**config.mk**
```make
export PLATFORM = sky130hd
export DESIGN_NAME = imem_fetch_arbiter_flat
export DESIGN_NICKNAME = d
export VERILOG_FILES = /design/src/rtl/imem_fetch_arbiter_if.sv /design/src/rtl/imem_fetch_arbiter.sv /design/src/flat_wrapper.sv
export SDC_FILE = /design/constraint.sdc
export NUM_CORES = 1
export LEC_CHECK = 0
export ABC_AREA = 1
export ABC_CLOCK_PERIOD_IN_PS = 4070
export CAP_MARGIN = 30
export CORE_MARGIN = 4
export CORE_UTILIZATION = 41
export CTS_BUF_LIST = sky130_fd_sc_hd__clkbuf_2 sky130_fd_sc_hd__clkbuf_4 sky130_fd_sc_hd__clkbuf_8
export DETAILED_ROUTE_END_ITERATION = 6
export GPL_TIMING_DRIVEN = 0
export PLACE_DENSITY = 0.95
export SLEW_MARGIN = 20
export SYNTH_ARGS = -nofsm -noshare
export SYNTH_HDL_FRONTEND = slang
export SYNTH_SLANG_ARGS = --single-unit
```
**constraint.sdc**
```tcl
create_clock -name clock -period 4.07 [get_ports clock]
set_input_delay 0.407 -clock clock [delete_from_list [all_inputs] [get_ports clock]]
set_output_delay 0.407 -clock clock [all_outputs]
set_load 0.005 [all_outputs]
```
**src/rtl/imem_fetch_arbiter_if.sv**
```systemverilog
// Bundle of the two requester ports and the instruction-memory read port.
// master: requesters + memory side; slave: the arbiter.
interface imem_fetch_arbiter_if #(
  parameter int unsigned ADDR_WIDTH = 32
);
  logic                  f_req;
  logic [ADDR_WIDTH-1:0] f_addr;
  logic                  f_gnt;
  logic                  f_valid;
  logic [31:0]           f_data;
  logic                  f_fault;

  logic                  d_req;
  logic [ADDR_WIDTH-1:0] d_addr;
  logic                  d_gnt;
  logic                  d_valid;
  logic [31:0]           d_data;
  logic                  d_fault;

  logic [ADDR_WIDTH-1:0] imem_address;
  logic [31:0]           imem_instruction;

  modport master (
    output f_req, f_addr, d_req, d_addr,
    output imem_instruction,
    input  f_gnt, f_valid, f_data, f_fault,
    input  d_gnt, d_valid, d_data, d_fault,
    input  imem_address
  );

  modport slave (
    input  f_req, f_addr, d_req, d_addr,
    input  imem_instruction,
    output f_gnt, f_valid, f_data, f_fault,
    output d_gnt, d_valid, d_data, d_fault,
    output imem_address
  );
endinterface

```
**src/rtl/imem_fetch_arbiter.sv**
```systemverilog
// Round-robin share of the imem read port between fetch (f_) and debug (d_).
// Ports: clock, reset (sync, active-low), bus (slave modport: f_/d_ req/gnt,
// registered valid/data/fault responses, imem_address/imem_instruction).
// IMEM_ARB_DBG_PORT_EN: enables the debug requester; otherwise d_ outputs are 0.
module imem_fetch_arbiter #(
  parameter int unsigned ADDR_WIDTH = 32,
  parameter logic [31:0] SIZE       = 32'h0800,
  parameter logic [31:0] FAULT_DATA = 32'h0000_0000
) (
  input  logic                  clock,
  input  logic                  reset,
  imem_fetch_arbiter_if.slave   bus
);

  localparam logic [ADDR_WIDTH-1:0] MAX_ADDR =
    ADDR_WIDTH'(SIZE - 32'd4);

  logic                  f_gnt;
  logic                  d_gnt;
  logic [ADDR_WIDTH-1:0] sel_addr;
  logic                  illegal;
  logic [31:0]           rsp_data;

  logic [ADDR_WIDTH-1:0] addr_q, addr_d;
  logic                  f_valid_q, f_valid_d;
  logic                  f_fault_q, f_fault_d;
  logic [31:0]           f_data_q, f_data_d;

`ifdef IMEM_ARB_DBG_PORT_EN
  // 1 = debug won the most recent grant
  logic last_grant_q, last_grant_d;

  always_comb begin
    f_gnt = reset && bus.f_req &&
            (!bus.d_req || last_grant_q);
    d_gnt = reset && bus.d_req &&
            (!bus.f_req || !last_grant_q);
    last_grant_d = last_grant_q;
    if (f_gnt)      last_grant_d = 1'b0;
    else if (d_gnt) last_grant_d = 1'b1;
  end

  always_ff @(posedge clock) begin
    if (!reset) last_grant_q <= 1'b1;
    else        last_grant_q <= last_grant_d;
  end
`else
  logic unused_dbg;
  assign unused_dbg = ^{bus.d_req, bus.d_addr};

  always_comb begin
    f_gnt = reset && bus.f_req;
    d_gnt = 1'b0;
  end
`endif

  // Without a grant the port keeps the last granted address.
  always_comb begin
    sel_addr = addr_q;
    unique case (1'b1)
      f_gnt:   sel_addr = bus.f_addr;
      d_gnt:   sel_addr = bus.d_addr;
      default: ;
    endcase
  end

  assign illegal  = (sel_addr[1:0] != 2'b00) ||
                    (sel_addr > MAX_ADDR);
  assign rsp_data = illegal ? FAULT_DATA
                            : bus.imem_instruction;

  always_comb begin
    addr_d    = sel_addr;
    f_valid_d = f_gnt;
    f_data_d  = f_data_q;
    f_fault_d = f_fault_q;
    if (f_gnt) begin
      f_data_d  = rsp_data;
      f_fault_d = illegal;
    end
  end

  always_ff @(posedge clock) begin
    if (!reset) begin
      addr_q    <= '0;
      f_valid_q <= 1'b0;
      f_data_q  <= '0;
      f_fault_q <= 1'b0;
    end else begin
      addr_q    <= addr_d;
      f_valid_q <= f_valid_d;
      f_data_q  <= f_data_d;
      f_fault_q <= f_fault_d;
    end
  end

`ifdef IMEM_ARB_DBG_PORT_EN
  logic        d_valid_q, d_valid_d;
  logic        d_fault_q, d_fault_d;
  logic [31:0] d_data_q, d_data_d;

  always_comb begin
    d_valid_d = d_gnt;
    d_data_d  = d_data_q;
    d_fault_d = d_fault_q;
    if (d_gnt) begin
      d_data_d  = rsp_data;
      d_fault_d = illegal;
    end
  end

  always_ff @(posedge clock) begin
    if (!reset) begin
      d_valid_q <= 1'b0;
      d_data_q  <= '0;
      d_fault_q <= 1'b0;
    end else begin
      d_valid_q <= d_valid_d;
      d_data_q  <= d_data_d;
      d_fault_q <= d_fault_d;
    end
  end

  assign bus.d_valid = d_valid_q;
  assign bus.d_data  = d_data_q;
  assign bus.d_fault = d_fault_q;
`else
  assign bus.d_valid = 1'b0;
  assign bus.d_data  = 32'h0;
  assign bus.d_fault = 1'b0;
`endif

  assign bus.f_gnt        = f_gnt;
  assign bus.d_gnt        = d_gnt;
  assign bus.imem_address = sel_addr;
  assign bus.f_valid      = f_valid_q;
  assign bus.f_data       = f_data_q;
  assign bus.f_fault      = f_fault_q;

endmodule
```
**src/flat_wrapper.sv**
```systemverilog
// flat-port wrapper written by rule: the top's interface ports become plain ports
module imem_fetch_arbiter_flat 
#(
  parameter int unsigned ADDR_WIDTH = 32,
  parameter logic [31:0] SIZE       = 32'h0800,
  parameter logic [31:0] FAULT_DATA = 32'h0000_0000
)
  (clock, reset, bus_f_req, bus_f_addr, bus_d_req, bus_d_addr, bus_imem_instruction, bus_f_gnt, bus_f_valid, bus_f_data, bus_f_fault, bus_d_gnt, bus_d_valid, bus_d_data, bus_d_fault, bus_imem_address);
  imem_fetch_arbiter_if #(.ADDR_WIDTH(ADDR_WIDTH)) bus_i ();
  input  logic clock;
  input  logic reset;
  input wire logic [$bits(bus_i.f_req)-1:0] bus_f_req;
  input wire logic [$bits(bus_i.f_addr)-1:0] bus_f_addr;
  input wire logic [$bits(bus_i.d_req)-1:0] bus_d_req;
  input wire logic [$bits(bus_i.d_addr)-1:0] bus_d_addr;
  input wire logic [$bits(bus_i.imem_instruction)-1:0] bus_imem_instruction;
  output wire logic [$bits(bus_i.f_gnt)-1:0] bus_f_gnt;
  output wire logic [$bits(bus_i.f_valid)-1:0] bus_f_valid;
  output wire logic [$bits(bus_i.f_data)-1:0] bus_f_data;
  output wire logic [$bits(bus_i.f_fault)-1:0] bus_f_fault;
  output wire logic [$bits(bus_i.d_gnt)-1:0] bus_d_gnt;
  output wire logic [$bits(bus_i.d_valid)-1:0] bus_d_valid;
  output wire logic [$bits(bus_i.d_data)-1:0] bus_d_data;
  output wire logic [$bits(bus_i.d_fault)-1:0] bus_d_fault;
  output wire logic [$bits(bus_i.imem_address)-1:0] bus_imem_address;
  assign bus_i.f_req = bus_f_req;
  assign bus_i.f_addr = bus_f_addr;
  assign bus_i.d_req = bus_d_req;
  assign bus_i.d_addr = bus_d_addr;
  assign bus_i.imem_instruction = bus_imem_instruction;
  assign bus_f_gnt = bus_i.f_gnt;
  assign bus_f_valid = bus_i.f_valid;
  assign bus_f_data = bus_i.f_data;
  assign bus_f_fault = bus_i.f_fault;
  assign bus_d_gnt = bus_i.d_gnt;
  assign bus_d_valid = bus_i.d_valid;
  assign bus_d_data = bus_i.d_data;
  assign bus_d_fault = bus_i.d_fault;
  assign bus_imem_address = bus_i.imem_address;
  imem_fetch_arbiter #(.ADDR_WIDTH(ADDR_WIDTH), .SIZE(SIZE), .FAULT_DATA(FAULT_DATA)) u_core (.clock(clock), .reset(reset), .bus(bus_i));
endmodule
```
-- Word level (Yosys, flattened, before mapping)
Cells that the tools add are included.
- flip-flop bits (word level): 66
- input port bits: 100
- output and inout port bits: 102
- word-level logic and storage cells: 10
- order comparisons: 1
- muxes and demuxes: 2
- reduce and logical (&&, ||, !) cells: 3
- operators with widths (operator ; count):
    2-to-1 mux 32 bit ; 2
    > comparator 32 x 11 -> 1 bit (second input constant) ; 1
    nonzero test 2 bit ; 1
    logical AND 1 bit ; 1
    logical OR 1 bit ; 1

-- Longest topological paths before layout
Gate-level depths: netlist of the first run.
- depth after elaboration: 5
- depth in mapped cells: 11
- depth with buffers taken out: 10

-- Least setup slack after synthesis of the first run
No wires, ideal clock.
- path kind: in2reg
- start: input port reset
- end: register u_core.f_data_q[10], in the netlist u_core.bus.f_data[10]
- library setup time: 0.069 ns
- data arrival time: 1.548 ns
- required time: 4.001 ns
- setup slack: 2.453 ns
- cell stages on the path: 10
- path buffers: 3
- cells stage by stage: buf_6 > nand2_4 > buf_4 > nand2_1 > o21ai_1 > nand3_1 > nor2_1 > nand3_2 > buf_6 > a21oi_2
- word-level cells in the longest chain between the ends: 5
- elaborated cells between the ends (all ways): 6
- those cells by class: order compare (1); mux (2); reduce/logical (3)
- ends and longest elaborated chain (element ; RTL line ; text):
    start, declared ; flat_wrapper.sv:11 ; input logic reset;
    logical AND 1 bit ; imem_fetch_arbiter.sv:52 ; f_gnt = reset && bus.f_req;
    2-to-1 mux 32 bit ; imem_fetch_arbiter.sv:60 ; unique case (1'b1)
    > comparator 32 x 11 -> 1 bit or nonzero test 2 bit (tied branches) ; imem_fetch_arbiter.sv:68, imem_fetch_arbiter.sv:67 ;
    logical OR 1 bit ; imem_fetch_arbiter.sv:67 ; assign illegal = (sel_addr[1:0] != 2'b00) ||
    2-to-1 mux 32 bit ; imem_fetch_arbiter.sv:69 ; assign rsp_data = illegal ? FAULT_DATA
    end signal, assigned ; imem_fetch_arbiter.sv:92 ; f_data_q <= f_data_d;
    end, declared ; imem_fetch_arbiter.sv:27 ; logic [31:0] f_data_q, f_data_d;
Parallel ways exist; a longest one is shown, timed or not.
A chain may end at the register's enable or synchronous reset.

-- Worst setup path after layout of the first run
- start: input port bus_f_req
- end: output port bus_imem_address[2]
- word-level cells in the longest chain between the ends: 2
- ends and longest elaborated chain (element ; RTL line ; text):
    start, declared ; flat_wrapper.sv:12 ; input wire logic [$bits(bus_i.f_req)-1:0] bus_f_req;
    logical AND 1 bit ; imem_fetch_arbiter.sv:52 ;
    2-to-1 mux 32 bit ; imem_fetch_arbiter.sv:60 ;
    end, declared ; flat_wrapper.sv:25 ; output wire logic [$bits(bus_i.imem_address)-1:0] bus_imem_address;
No other way between the ends.

==> flow_metrics.env, run 1 <==
export IMPL_outcome="completed"
export IMPL_cp_start_kind="primary input"
export IMPL_p_leak_uw=0.002301
export IMPL_path_max_fanout=10
export IMPL_min_path_type="in2reg"
export IMPL_crit_arrival_ns=2.42
export IMPL_ctsHoldBuffers=0
export IMPL_fmax_mhz=353.3
export IMPL_hold_viol_final=0
export IMPL_layout_commonest_cell="nand2_1"
export IMPL_yosysTopAreaCellShare_pct=40.93
export IMPL_fin_skew_ns=0.006268
export IMPL_wl_per_cell_um=12.81
export IMPL_p_seq_share_pct=45.6
export IMPL_hpwl_mm=7.362
export IMPL_switchingPower_uw=407.2
export IMPL_rsz0062_at_grt="false"
export IMPL_seq_area_frac_synth_pct=40.93
export IMPL_pin_count=202
export IMPL_power_density_nw_per_um2=301.3
export IMPL_h_tree_depth=3
export IMPL_port_buffer_count=132
export IMPL_grt_pass1_wl_mm=15.57
export IMPL_final_core_util_pct=64.78
export IMPL_p_comb_share_pct=21.6
export IMPL_ys_types=20
export IMPL_die_h_um=96.73
export IMPL_avgSynthCellArea_um2=7.018
export IMPL_overflow=0
export IMPL_cts_tree="done"
export IMPL_tightest_slew_ns=0.7438
export IMPL_clock_latency_ns=0.33
export IMPL_critPathCaptureType="output port"
export IMPL_clkTransAtPathRegs_ns=0.07
export IMPL_drt_pass1_iter_count=4
export IMPL_fillCellCount=656
export IMPL_nNetsFinal=737
export IMPL_period_share_pct=69.54
export IMPL_tns_ns=0
export IMPL_grt_pass1_vias=3409
export IMPL_cp_required_ns=3.66
export IMPL_row_count=32
export IMPL_num_antenna_cells=0
export IMPL_power_share_clock_pct=32.9
export IMPL_sw_frac_of_total_pct=27.14
export IMPL_slew_limit_headroom_pct=50.41
export IMPL_final_cell_mix="189 x nand2_1, 132 x clkdlybuf4s50_1, 66 x dfxtp_1"
export IMPL_routed_wl_mm=9.532
export IMPL_die_w_um=96.73
export IMPL_stdcell_area_um2=4980
export IMPL_netlist_area_um2=3228
export IMPL_dieArea_um2=9357
export IMPL_area_delta_synth_final_pct=54.26
export IMPL_cts_setup_buffers=0
export IMPL_yosys_warnings=0
export IMPL_netlist_instances=460
export IMPL_ant_nets=0
export IMPL_numCtsBuffers=9
export IMPL_ir_drop_uv=170.7
export IMPL_vias=3390
export IMPL_final_layout_size_suffix_gt1_share_pct=15.26
export IMPL_synthTopCellsByArea="dfxtp_1 41%, nand2_1 22%, buf_4 8.4%, a21oi_2 8.1%, a21oi_1 3.4%"
export IMPL_ys_seq_elements=66
export IMPL_place_area_um2=4805
export IMPL_clkSinkCount=66
export IMPL_cts_resized=0
export IMPL_dr_first_iter_drc_count=90
export IMPL_maxSlewViolCount=0
export IMPL_vias_per_cell=4.556
export IMPL_routabilityCongestion=0.8410
export IMPL_start_util_pct=41.99
export IMPL_setup_viol=0
export IMPL_grt_start_max_net_pins=12
export IMPL_track_usage_pct=19.88
export IMPL_maxCapViolCount=0
export IMPL_final_min_clock_period_ns=2.830
export IMPL_clk_path_buf_depth=2
export IMPL_p_int_uw=1093
export IMPL_synth_top_cell_by_area="dfxtp_1"
export IMPL_crit_type="in2out"
export IMPL_antenna_found_initial=0
export IMPL_cts_root_buf="clkbuf_8"
export IMPL_drc=0
export IMPL_core_um2=7687
through the flow:
step | worst slack (ns) | total power [uW] | std cells | hold slack [ns]
after floorplan | 2.453 | 851.3 | 494 | 0.4438
after global placement | 1.256 | 1010 | 728 | 0.4528
after detailed placement | 1.210 | 1018 | 728 | 0.4661
after CTS | 1.217 | 1509 | 744 | 0.3874
after global routing | 1.053 | 1573 | 744 | 0.3970
final | 1.240 | 1500 | 744 | 0.4045
final cells by class:
cell class                 instances  area, um^2  share of cell area, %
inverter                          28       105.1                  2.111
sequential                        66        1321                  26.53
clock buffer                      11       145.1                  2.915
timing repair buffer             132        1321                  26.53
clock inverter                     5       30.03                 0.6030
multi-input combinational        336        1501                  30.15
buffer                            64       427.9                  8.593
tap                              102       127.6                  2.563
layer usage:
metal	global-route usage [%]	part of all wire, %	vias up
li1	-	-	1703
met1	22.12	40	1532
met2	35.08	50	136
met3	6.561	7.9	19
met4	7.451	2.0	0
met5	0	0	-
path summary, 6_finish.rpt:
path         slack (ns)                         start  depth (start not counted)                                 end
max                1.24                     bus_f_req                          7                 bus_imem_address[2]
min                0.40                         reset                          3        u_core.addr_q[23]$_SDFF_PN0_
max reg2reg        2.66  u_core.addr_q[27]$_SDFF_PN0_                          8  u_core.bus.f_data[12]$_SDFFE_PN0N_
min reg2reg        0.48  u_core.addr_q[22]$_SDFF_PN0_                          2        u_core.addr_q[22]$_SDFF_PN0_
synth_stat cells, drive strengths merged:
library cell / instances
nand2: 191
dfxtp: 66
a21oi: 52
buf: 49
inv: 28
nor2: 25
nand3: 21
clkbuf: 15
o21ai: 11
conb: 1
nand3b: 1
kinds of logic after synthesis:
family | count (synthesis) | share of synthesized area (%)
other cells | 1 | 0.1162
compound gates | 63 | 13.37
simple gates | 238 | 29.07
buf+inv | 92 | 16.51
flops | 66 | 40.93
registers in the layout (all words and copies together) (netlist names):
name	count
u_core.bus.f_valid	1
u_core.addr_q	32
u_core.bus.f_fault	1
u_core.bus.f_data	32
power by group through the flow:
stage	registers, uW	logic [uW]	clock network, uW
after global routing	686	356	531
after floorplan	698	154	0
after detailed placement	698	320	0
final	684	324	493
after CTS	684	322	503
after global placement	697	313	0
worst max-delay path, stage by stage:
cell and delay (ns):
clkdlybuf4s50_1 0.47, nand2_4 0.12, buf_4 0.19, clkbuf_1 0.43, nand2_1 0.12, o21ai_0 0.13, clkdlybuf4s50_1 0.55
Power figures use the tool's default switching activity.
==> run 2, diff against run 1 <==
--- a/config.mk
+++ b/config.mk
@@ -6,14 +6,14 @@
 export NUM_CORES = 1
 export LEC_CHECK = 0
 export ABC_AREA = 1
-export ABC_CLOCK_PERIOD_IN_PS = 4070
+export ABC_CLOCK_PERIOD_IN_PS = 2450
 export CAP_MARGIN = 30
 export CORE_MARGIN = 4
-export CORE_UTILIZATION = 41
+export CORE_UTILIZATION = 34
 export CTS_BUF_LIST = sky130_fd_sc_hd__clkbuf_2 sky130_fd_sc_hd__clkbuf_4 sky130_fd_sc_hd__clkbuf_8
 export DETAILED_ROUTE_END_ITERATION = 6
 export GPL_TIMING_DRIVEN = 0
-export PLACE_DENSITY = 0.95
+export PLACE_DENSITY = 0.87
 export SLEW_MARGIN = 20
 export SYNTH_ARGS = -nofsm -noshare
 export SYNTH_HDL_FRONTEND = slang
==> constraint.sdc (replaced) <==
create_clock -name clock -period 2.45 [get_ports clock]
set_input_delay 0.245 -clock clock [delete_from_list [all_inputs] [get_ports clock]]
set_output_delay 0.245 -clock clock [all_outputs]
set_load 0.005 [all_outputs]
==> flow_metrics.env, run 2 (same netlist as run 1, synthesis figures left out) <==
export IMPL_switchingPower_uw=640.7
export IMPL_nNetsFinal=736
export IMPL_track_usage_pct=17.10
export IMPL_outcome="completed"
export IMPL_place_area_um2=4838
export IMPL_clk_path_buf_depth=2
export IMPL_crit_arrival_ns=2.08
export IMPL_routed_wl_mm=9.774
export IMPL_crit_slowest_cell="clkdlybuf4s50_1"
export IMPL_vias_per_cell=4.297
export IMPL_holdWs_ns=0.2410
export IMPL_place_inst=755
export IMPL_crit_type="in2out"
export IMPL_dieArea_um2=11120
export IMPL_num_antenna_cells=0
export IMPL_p_comb_share_pct=22.0
export IMPL_maxSlewViolCount=0
export IMPL_final_layout_size_suffix_gt1_share_pct=15.18
export IMPL_antenna_found_initial=0
export IMPL_tightest_slew_ns=0.7144
export IMPL_numCtsBuffers=9
export IMPL_grt_pass1_vias=3199
export IMPL_cts_tree="done"
export IMPL_core_um2=9240
export IMPL_cp_required_ns=2.20
export IMPL_slowest_delay_ns=0.56
export IMPL_row_count=35
export IMPL_port_buffer_count=132
export IMPL_vias=3300
export IMPL_period_share_pct=94.71
export IMPL_p_seq_share_pct=46.4
export IMPL_ir_drop_uv=244.3
export IMPL_maxCapViolCount=0
export IMPL_pin_count=202
export IMPL_fin_ws_ns=0.1296
export IMPL_wl_per_cell_um=12.73
export IMPL_die_w_um=105.4
export IMPL_final_cell_mix="189 x nand2_1, 132 x clkdlybuf4s50_1, 66 x dfxtp_1"
export IMPL_p_leak_uw=0.002298
export IMPL_r2r_cells=8
export IMPL_path_max_fanout=10
export IMPL_drt_pass1_iter_count=4
export IMPL_fmax_mhz=431.0
export IMPL_cts_root_buf="clkbuf_8"
export IMPL_clock_latency_ns=0.32
export IMPL_layout_commonest_cell="nand2_1"
export IMPL_clkSinkCount=66
export IMPL_start_util_pct=34.94
export IMPL_grt_pass1_wl_mm=15.44
export IMPL_power_share_clock_pct=31.6
export IMPL_h_tree_depth=3
export IMPL_rsz0062_at_grt="false"
export IMPL_ant_nets=0
export IMPL_p_int_uw=1808
export IMPL_critPathCaptureType="output port"
export IMPL_fin_skew_ns=0.009803
export IMPL_drc=0
export IMPL_cp_common_cell="clkdlybuf4s50_1"
export IMPL_sw_frac_of_total_pct=26.17
export IMPL_die_h_um=105.4
export IMPL_min_path_type="in2reg"
export IMPL_pre_cts_ws_ns=-0.05893
export IMPL_hpwl_mm=7.622
export IMPL_hold_viol_final=0
export IMPL_routabilityCongestion=0.7939
export IMPL_final_min_clock_period_ns=2.320
export IMPL_hold_depth=3
export IMPL_cp_start_kind="primary input"
export IMPL_path_cells="clkdlybuf4s50_1 > nand2_4 > buf_4 > clkbuf_2 > o21ai_0 > clkdlybuf4s50_1"
export IMPL_clkTransAtPathRegs_ns=0.07
export IMPL_area_delta_synth_final_pct=54.92
export IMPL_layout_cells_non_filler=768
export IMPL_slew_limit_headroom_pct=52.37
export IMPL_stdcell_area_um2=5001
export IMPL_grt_start_max_net_pins=20
export IMPL_ctsHoldBuffers=0
export IMPL_setup_viol=0
export IMPL_overflow=0
export IMPL_dr_first_iter_drc_count=92
export IMPL_power_density_nw_per_um2=489.5
## run 2: cell types whose count changed in the layout (fill, tap and decap cells not counted), sizes merged
cell      previous run  this run
buf                 49        47
clkbuf              26        27
clkinv               3         2
clkinvlp             2         1
## run 2: layout make-up
type | instances | area (um^2)
Fill cell | 890 | 4239
Multi-Input combinational cell | 336 | 1501
Sequential cell | 66 | 1321
Timing Repair Buffer | 132 | 1321
Buffer | 63 | 427.9
Tap cell | 129 | 161.4
Clock buffer | 11 | 145.1
Inverter | 28 | 105.1
Clock inverter | 3 | 17.52
## run 2: path summary, 6_finish.rpt
kind,startpoint,slack [ns],endpoint
worst min register to register,u_core.addr_q[24]$_SDFF_PN0_,0.47,u_core.addr_q[24]$_SDFF_PN0_
worst max register to register,u_core.addr_q[18]$_SDFF_PN0_,1.02,u_core.bus.f_data[16]$_SDFFE_PN0N_
worst min-delay path,reset,0.24,u_core.addr_q[24]$_SDFF_PN0_
worst max-delay path,bus_f_req,0.13,bus_imem_address[10]
## run 2: what timing repair did
item,4_1_cts,5_1_grt
resized for setup,1,3
setup buffers,0,0
gates cloned,0,0
endpoints found under the setup margin,8,7
## run 2: layer usage
layer | GRT usage, % | vias up | wire length (um)
met5 | 0 | - | 0
li1 | - | 1705 | -
met4 | 5.342 | 0 | 106
met2 | 31.01 | 110 | 4963
met1 | 20.14 | 1475 | 4136
met3 | 3.368 | 10 | 568
## run 2: metrics by stage
stage / TNS, ns / power, uW / util (%)
2_1_floorplan: 0 / 1414 / -
3_3_place_gp: -0.08742 / 1683 / 52.36
3_5_place_dp: -0.2512 / 1695 / 52.36
4_1_cts: 0 / 2479 / 54.08
5_1_grt: 0 / 2579 / 54.12
6_report: 0 / 2448 / 54.12
## run 2: power groups by stage
stage               sequential [uW]  combinational, uW  clock, uW
floorplan                      1160                255          0
global placement               1160                525          0
detailed placement             1160                535          0
CTS                            1140                537        806
global route                   1140                591        848
finish                         1140                538        774
## run 2: worst max-delay path: cells and delay by family
kind                   cells  cell delay [ns]
buffers and inverters      4             1.48
AO/OA/AOI/OAI              1             0.25
AND/OR/NAND/NOR            1             0.09
